### src/rtl/trap_filter_param.sv
// Runtime-configurable trapezoidal / pole-zero shaping filter with peak detector.
// Five-stage pipeline from input sample to output_data; config changes flush the datapath.
module trap_filter_param #(
  parameter int unsigned SIZE_ADC_DATA    = 12,
  parameter int unsigned SIZE_FILTER_DATA = 24,
  parameter int unsigned ACC_W            = 40,
  parameter int unsigned MAX_DEPTH        = 64,
  parameter int unsigned DEPTH_W          = 7,
  parameter int unsigned M_W              = 10,
  parameter int unsigned SHIFT            = 0
) (
  input  logic                               clk,
  input  logic                               reset,
  input  logic        [SIZE_ADC_DATA-1:0]    input_data,
  input  logic                               cfg_load,
  input  logic        [DEPTH_W-1:0]          k_cfg,
  input  logic        [DEPTH_W-1:0]          l_cfg,
  input  logic        [M_W-1:0]              m_cfg,
  input  logic                               mode_cfg,
  input  logic signed [SIZE_FILTER_DATA-1:0] threshold,
  output logic signed [SIZE_FILTER_DATA-1:0] output_data,
  output logic                               out_valid,
  output logic signed [SIZE_FILTER_DATA-1:0] peak_value,
  output logic                               peak_valid,
  output logic        [15:0]                 peak_count,
  output logic                               cfg_err
);

  localparam int DlLen  = 2 * MAX_DEPTH;
  localparam int IdxW   = $clog2(DlLen);
  localparam int TapW   = DEPTH_W + 1;
  localparam int FlushW = DEPTH_W + 2;

  localparam logic signed [ACC_W-1:0] OutMax =
    {{(ACC_W - SIZE_FILTER_DATA + 1){1'b0}}, {(SIZE_FILTER_DATA - 1){1'b1}}};
  localparam logic signed [ACC_W-1:0] OutMin =
    {{(ACC_W - SIZE_FILTER_DATA + 1){1'b1}}, {(SIZE_FILTER_DATA - 1){1'b0}}};

  typedef enum logic {StIdle, StArmed} peak_state_e;

  // Active configuration
  logic [DEPTH_W-1:0] k_q, l_q;
  logic [M_W-1:0]     m_q;
  logic               mode_q;
  logic [FlushW-1:0]  flush_q;
  logic               cfg_ok;
  logic               cfg_err_q;

  // Datapath
  logic        [SIZE_ADC_DATA-1:0] x_q;
  logic        [SIZE_ADC_DATA-1:0] dl_q [DlLen];
  logic signed [ACC_W-1:0]         d_q, d3_q, p_q, p4_q, p5_q, r_q, s_q;
  logic signed [ACC_W-1:0]         d_next, r_next, m_ext;
  logic        [TapW-1:0]          kl_sum;
  logic        [IdxW-1:0]          idx_k, idx_l, idx_kl;
  logic signed [ACC_W-1:0]         sel, shifted, sat;

  // Peak detector
  peak_state_e                      state_q, state_d;
  logic signed [SIZE_FILTER_DATA-1:0] max_q, max_d;
  logic signed [SIZE_FILTER_DATA-1:0] peak_value_q, peak_value_d;
  logic                             peak_valid_q, peak_valid_d;
  logic        [15:0]               peak_count_q, peak_count_d;

  function automatic logic signed [ACC_W-1:0] ext(input logic [SIZE_ADC_DATA-1:0] v);
    return $signed({{(ACC_W - SIZE_ADC_DATA){1'b0}}, v});
  endfunction

  assign cfg_ok = cfg_load && (k_cfg != '0) && (k_cfg <= l_cfg) &&
                  (TapW'(l_cfg) <= TapW'(MAX_DEPTH));

  // dl_q[j-1] holds x(n-j) while x_q holds x(n)
  assign kl_sum = TapW'(k_q) + TapW'(l_q) - TapW'(1);
  assign idx_k  = IdxW'(k_q - DEPTH_W'(1));
  assign idx_l  = IdxW'(l_q - DEPTH_W'(1));
  assign idx_kl = IdxW'(kl_sum);

  assign d_next = ext(x_q) - ext(dl_q[idx_k]) - ext(dl_q[idx_l]) + ext(dl_q[idx_kl]);
  assign m_ext  = $signed({{(ACC_W - M_W){1'b0}}, m_q});
  assign r_next = p_q + m_ext * d3_q;

  always_ff @(posedge clk) begin
    if (reset || cfg_ok) begin
      x_q  <= '0;
      for (int i = 0; i < DlLen; i++) dl_q[i] <= '0;
      d_q  <= '0;
      d3_q <= '0;
      p_q  <= '0;
      p4_q <= '0;
      p5_q <= '0;
      r_q  <= '0;
      s_q  <= '0;
    end else begin
      x_q     <= input_data;
      dl_q[0] <= x_q;
      for (int i = 1; i < DlLen; i++) dl_q[i] <= dl_q[i-1];
      d_q  <= d_next;
      d3_q <= d_q;
      p_q  <= p_q + d_q;
      p4_q <= p_q;
      p5_q <= p4_q;
      r_q  <= r_next;
      s_q  <= s_q + r_q;
    end
  end

  always_ff @(posedge clk) begin
    if (reset) begin
      k_q       <= DEPTH_W'(1);
      l_q       <= DEPTH_W'(1);
      m_q       <= '0;
      mode_q    <= 1'b0;
      flush_q   <= FlushW'(7);
      cfg_err_q <= 1'b0;
    end else begin
      cfg_err_q <= cfg_load && !cfg_ok;
      if (cfg_ok) begin
        k_q     <= k_cfg;
        l_q     <= l_cfg;
        m_q     <= m_cfg;
        mode_q  <= mode_cfg;
        flush_q <= FlushW'(k_cfg) + FlushW'(l_cfg) + FlushW'(5);
      end else if (flush_q != '0) begin
        flush_q <= flush_q - FlushW'(1);
      end
    end
  end

  always_comb begin
    sel     = mode_q ? s_q : p5_q;
    shifted = sel >>> SHIFT;
    sat     = shifted;
    if (shifted > OutMax)      sat = OutMax;
    else if (shifted < OutMin) sat = OutMin;
  end

  assign output_data = SIZE_FILTER_DATA'(sat);
  assign out_valid   = (flush_q == '0);
  assign cfg_err     = cfg_err_q;

  always_comb begin
    state_d      = state_q;
    max_d        = max_q;
    peak_value_d = peak_value_q;
    peak_valid_d = 1'b0;
    peak_count_d = peak_count_q;
    if (cfg_ok) begin
      // A pulse cut by a reconfiguration is discarded
      state_d = StIdle;
    end else if (out_valid) begin
      case (state_q)
        StIdle: begin
          if (output_data > threshold) begin
            state_d = StArmed;
            max_d   = output_data;
          end
        end
        StArmed: begin
          if (output_data > max_q) max_d = output_data;
          if (output_data <= threshold) begin
            state_d      = StIdle;
            peak_value_d = max_q;
            peak_valid_d = 1'b1;
            peak_count_d = peak_count_q + 16'd1;
          end
        end
        default: state_d = StIdle;
      endcase
    end
  end

  always_ff @(posedge clk) begin
    if (reset) begin
      state_q      <= StIdle;
      max_q        <= '0;
      peak_value_q <= '0;
      peak_valid_q <= 1'b0;
      peak_count_q <= '0;
    end else begin
      state_q      <= state_d;
      max_q        <= max_d;
      peak_value_q <= peak_value_d;
      peak_valid_q <= peak_valid_d;
      peak_count_q <= peak_count_d;
    end
  end

  assign peak_value = peak_value_q;
  assign peak_valid = peak_valid_q;
  assign peak_count = peak_count_q;

endmodule

### config.mk
export PLATFORM = sky130hd
export DESIGN_NAME = trap_filter_param
export DESIGN_NICKNAME = d
export VERILOG_FILES = /design/src/rtl/trap_filter_param.sv
export SDC_FILE = /design/constraint.sdc
export NUM_CORES = 2
export LEC_CHECK = 0
export CAP_MARGIN = 20
export CORE_UTILIZATION = 64
export CTS_CLUSTER_DIAMETER = 40
export CTS_CLUSTER_SIZE = 16
export DETAILED_ROUTE_END_ITERATION = 10
export PLACE_DENSITY = 0.85
export SLEW_MARGIN = 0
export SYNTH_ARGS = -nofsm -noshare
export SYNTH_HDL_FRONTEND = slang
export SYNTH_SLANG_ARGS = --single-unit
### constraint.sdc
create_clock -name clk -period 7.77 [get_ports clk]
set_clock_uncertainty 0.15 [all_clocks]
set_input_delay 1.554 -clock clk [delete_from_list [all_inputs] [get_ports clk]]
set_output_delay 1.554 -clock clk [all_outputs]
set_load 0.02 [all_outputs]
After elaboration in Yosys (flattened, before gate mapping)
Memory sizes are Yosys's and may differ from the RTL's.
Index checks and enable logic that the tools add are counted.
Cells by class
  $mul: 1
  shift operators: 0
  multiplexer cells: 143
  order comparisons: 7
  reduce and logical (&&, ||, !) cells: 14
  div/mod/pow operators: 0
  eq/ne operators: 2
  add/subtract/negate cells: 14
  bitwise logic cells: 131
Operators by type and width (number)
  2-to-1 mux 12 bit: 128
  OR 1 bit: 128
  adder 40 bit: 3
  2-to-1 mux 24 bit: 4
  > comparator 24 bit: 2
  one-hot mux 24 bit (2 select lines): 1
  > comparator 40 x 24 -> 1 bit (second input constant): 1
  less-than comparator 40 x 24 -> 1 bit (second input constant): 1
  multiplier 11 x 40 -> 40 bit: 1
  2-to-1 mux 40 bit: 1
  <= comparator 24 bit: 1
  subtractor 7 x 1 -> 7 bit (second input constant): 3
  2-to-1 mux 9 bit: 2
  adder 16 x 1 -> 16 bit (second input constant): 1
  adder 14 x 13 -> 15 bit: 1
  subtractor 13 x 13 -> 14 bit: 1
  subtractor 12 x 12 -> 13 bit: 1
  adder 8 x 3 -> 9 bit (second input constant): 1
  zero test 9 bit: 1
  nonzero test 9 bit: 1
  subtractor 9 x 1 -> 9 bit (second input constant): 1
  adder 7 x 7 -> 8 bit: 1
  AND reduction 4 bit: 2
  adder 7 bit: 1
  other kinds (14): 24
Word-level totals
  word-level logic and storage cells: 332
  output and inout bits: 67
  bits in read-only memories: 0
  input bits: 64
  register bits: 393
  bits in latches: 0
  RAM bits: 1536
  memories kept: 1
Memories
  dl_q: depth 128, bits a word 12, rd ports 130, clocked after memory_dff 0, write ports 128, RTL line 51  | logic [SIZE_ADC_DATA-1:0] dl_q [DlLen];

Depth between registers and ports, before layout
  depth in word-level cells: 8
  mapped depth: 31
  depth with buffers taken out: 26

Worst setup path after synthesis
Ideal clock, no wire load.
  path type: register to register
  from: register l_q[0]
  to: register d_q[12]
  buffers on the path: 6
  required time: 7.548 ns
  library setup time: 0.072 ns
  slack: 0.601 ns
  arrival time: 6.948 ns
  period minus slack after synthesis: 7.169 ns
  cell stages (with the launch flop): 29
  cells stage by stage: dfxtp_1 > clkbuf_1 > buf_2 > buf_2 > inv_1 > ha_1 > inv_1 > ha_1 > fa_1 > clkbuf_1 > buf_1 > clkbuf_1 > mux4_2 > mux4_2 > mux4_2 > mux2_2 > fa_1 > inv_1 > fa_1 > nor2b_1 > o21ai_0 > a21boi_0 > o21ai_0 > a21boi_0 > o21ai_0 > nand2b_1 > a31oi_1 > a211oi_1 > mux2i_1
On the way
  word-level cells in the longest chain between the ends: 4
  elaborated cells between the ends (all ways): 6
  classes of those cells: 5 x add/sub; 1 x memory
Ends and longest elaborated chain
  from (decl): RTL line 42  | logic [DEPTH_W-1:0] k_q, l_q;
  from (signal assigned): RTL line 119  | l_q <= l_cfg;
  subtractor 7 x 1 -> 7 bit or adder 7 bit (tied branches): RTL line 75, 73
  memory (128 x 12 bit) (*)
  subtractor 13 x 13 -> 14 bit or memory (128 x 12 bit) (tied branches)
  adder 14 x 13 -> 15 bit (*): RTL line 78  | assign d_next = ext(x_q) - ext(dl_q[idx_k]) - ext(dl_q[idx_l]) + ext(dl_q[idx_kl]);
  to (signal assigned): RTL line 97  | d_q <= d_next;
  to (decl): RTL line 52  | logic signed [ACC_W-1:0] d_q, d3_q, p_q, p4_q, p5_q, r_q, s_q;
Every way passes the cells marked *; elsewhere a longest branch is shown, timed or not.
A chain may end at the register's enable or synchronous reset.

Worst setup path in the final report
  from: register k_q[0]
  to: register d_q[11]
On the way
  word-level cells in the longest chain between the ends: 5
  elaborated cells between the ends (all ways): 7
  classes of those cells: 6 x add/sub; 1 x memory
Ends and longest elaborated chain
  from (decl): RTL line 42
  from (signal assigned): RTL line 118  | k_q <= k_cfg;
  subtractor 7 x 1 -> 7 bit: RTL line 74  | assign idx_k = IdxW'(k_q - DEPTH_W'(1));
  memory (128 x 12 bit) (*)
  subtractor 12 x 12 -> 13 bit: RTL line 78
  subtractor 13 x 13 -> 14 bit: RTL line 78
  adder 14 x 13 -> 15 bit (*): RTL line 78
Marked as above.

==> impl_results.md <==
* Final cell count without fillers at 10410
* Max-cap violations at 0
* Clock network fraction of total power at 39.7%
* Cell family with most CP delay: multiplexers
* Post-CTS Resized at 0
* Crit Reg-Reg Startpoint: k_q[0]
* Largest net degree at the start of global routing at 269
* Fin Hold WS at 243.5 ps
* Antenna viol nets, final at 0
* Clk slew on worst S/H paths at 60 ps
* Switching share of power at 33.05%
* R2r endpoint: d_q[11]
* Die Area at 162900 µm²
* Commonest non-fill, non-tap cell in the layout: dfxtp_1
* Synthesized area at 103200 µm²
* Die W at 403.6 µm
* Setup WS post-layout at 285.8 ps
* Worst skew pair latency at 890 ps
* Die span in y at 403.6 µm
* Critical path's slowest cell: buf_4
* Startpoint types: flip-flop
* Min Tclk post-route at 7484 ps
* Max VDD drop at 315.0 µV
* TritonCTS buffer count at 228
* Slew @ Worst Pin at 1079 ps
* Vias in the first global route at 72630
* Async set-or-reset flop fraction in the synthesized netlist at 0%
* Critical path peak fanout at 83
* Hpwl dp at 163600 µm
* Starting density of the core at 64.37%
* Synth unique cells at 74
* Commonest non-fill, non-tap cells in the layout: 1877 x dfxtp_1, 1667 x and2_1, 1512 x mux4_2
* Drt first-iter violations at 8095
* Crit Path Category: reg -> reg
* R2R Setup Slk at 290 ps
* Reg2Reg Depth at 21
* Initial DRT Pass Iterations at 6
* Setup-failing EPs final at 0
* CP dominant cell by count: mux4_2
* Post-route DRC at 0
* Setup crit end kind: flip-flop
* Worst-path cell chain: inv_1 -> ha_4 -> buf_12 -> buf_4 -> mux4_2 -> mux4_2 -> mux4_2 -> mux2i_1 -> ha_1 -> o21a_1 -> nor2_1 -> a2bb2oi_1 -> nor2b_1 -> xnor2_1 -> fa_1 -> ha_1 -> or2_2 -> a21oi_1 -> a21oi_1 -> xnor2_1 -> nor2_1
* Cell Rows at 147
* FILL cells at 9528
* RSZ-0062 raised after global routing: false
* Worst Hold End: p5_q[16]
* Leakage at 45.54 nW
* Pint at 19.02 mW
* Clock Sink Count at 1879
* Final hold violations at 0
* Final period utilization at 96.32%
* #FFs+latches synth at 1879
* Post-synthesis net count at 8707
* Detailed-route wire length per cell at 25.08 µm
* Hold_sp: p4_q[16]
* RD Place Congestion at 0.9289
* GR Overflow Total at 0
* Slew Viols, Final at 0
* Worst endpoint required time at 8380 ps
* Top-Level Pins at 131
* Cts hold-fix bufs at 0
* Wirelength, routed at 261200 µm
* Antenna violations before repair at 15
* Post-synthesis cell count at 8144
* Maximum root-to-sink buffer count at 3
* Synth Flop Type: dfxtp_1
* First-pass GRT wire length at 415300 µm
* Avg Inst Size Synth at 12.68 µm²
* Hold path depth at 1
* Synth warnings at 0
* Worst path depth at 21
* Area of the multi-input gates at 61680 µm²
* Relative slew slack at 25.98%
* Power Density at 247.0 nW/µm²
* Hold crit path type: reg -> reg
* DR vias at 69760
* Status: completed
* Setup TNS at 0 ps
* CTS HTree Levels at 4
* Via-to-Cell Ratio at 6.700
* CTS root buf: clkbuf_16
* Seq. cell area at 37620 µm²
* Highest Clock Rate at 133.6 MHz
* Area delta synth->final at 11.39%
* CP Buf/Inv Count at 3
* Global Route Usage Sum at 32.46%
* Comb pwr share at 24.3%
* IO Port Bufs at 130
* Setup Fix Bufs, Post-CTS at 0
* Fraction of layout cells with a size suffix above 1 at 25.95%
* Slowest stage delay, CP at 710 ps
* Sw power at 9.389 mW
* CTS tree: yes
* Post-synth EDFFs at 0
* Layout Nets at 8606
* Cells after DPL at 9970
* Worst slack at placement at 541.8 ps
* WP data arrival at 8100 ps
* Register area share after synthesis at 36.44%
* Sequential power share at 35.9%
* Core area at 160400 µm²
## logic make-up (layout without fill, tap and decap cells)
| family | count (synthesis) | after routing | share of synthesized area [%] |
|---|---|---|---|
| other | 0 | 3 | 0 |
| AOI/OAI and AO/OA | 533 | 533 | 3.304 |
| buffers and inverters | 1073 | 1178 | 4.034 |
| DFF | 1879 | 1879 | 36.44 |
| and+or+nand+nor | 2406 | 2406 | 13.29 |
| adders and majority gates | 499 | 499 | 7.764 |
| muxes | 1608 | 1608 | 33.93 |
| xor gates and xnor gates | 146 | 146 | 1.239 |
## worst max path at each step
stage	start	to	slack, ps
after CTS	k_q[0]	d_q[11]	450
after global routing	k_q[0]	d_q[12]	40
after global placement	k_q[0]	d_q[11]	570
after detailed placement	k_q[0]	d_q[12]	540
final	k_q[0]	d_q[11]	290
after floorplan	l_q[0]	d_q[12]	600
## cell usage after synthesis (43+ instances only)
library cell	n	area (µm²)
nor2_1	314	1179
a211oi_1	43	322.8
dfxtp_1	1879	37620
mux4_2	1512	34050
buf_2	103	515.5
and2_1	1667	10430
inv_1	464	1742
fa_1	236	4725
nor3_1	44	220.2
nand2_1	193	724.4
clkbuf_1	436	1637
xnor2_1	94	823.3
mux2i_1	83	830.8
o21ai_0	71	355.3
a21oi_1	164	820.8
buf_1	65	244.0
xor2_1	52	455.4
a21o_1	94	705.7
ha_1	263	3291
## state kept, by name, indices dropped and copies added (netlist names)
signal / count
cfg_err: 1
d3_q: 15
d_q: 15
dl_q: 1536
flush_q: 9
k_q: 7
l_q: 7
m_q: 10
max_q: 24
mode_q: 1
p4_q: 40
p5_q: 40
p_q: 40
peak_count: 16
peak_valid: 1
peak_value: 24
r_q: 40
s_q: 40
state_q: 1
x_q: 12
## layout make-up
cell class              count  share of cell area [%]
well taps                2160                   2.350
clock inverters           186                   2.048
multi-input cells        5192                   53.63
flip-flops and latches   1879                   32.72
inverters                 467                   1.525
repair buffers            275                   2.560
clock buffers             250                   5.167
diodes                      3                0.006528
## through the flow
step | area, µm² | util, % | power, mW
2_1_floorplan | 103200 | - | 15.12
3_3_place_gp | 106600 | 66.49 | 16.95
3_5_place_dp | 106600 | 66.49 | 17.17
4_1_cts | 114900 | 71.67 | 28.40
5_1_grt | 115000 | 71.70 | 29.50
6_report | 115000 | 71.71 | 28.41
## per-layer routing
metal / vias up / wire [µm] / GRT usage, %
met5: - / 91 / 0
met4: 14 / 12200 / 15.00
met3: 889 / 29670 / 8.732
met2: 4305 / 124200 / 51.10
met1: 35010 / 95010 / 42.20
li1: 29540 / - / -
## power groups by stage
stage               Sequential, mW  Clock, mW  Combinational [mW]
finish                        10.2       11.3                6.90
global route                  10.2       11.8                7.44
CTS                           10.2       11.4                6.80
detailed placement            10.4          0                6.75
global placement              10.4          0                6.55
floorplan                     10.3          0                4.82
No activity file was read; power rests on OpenSTA's default activity.
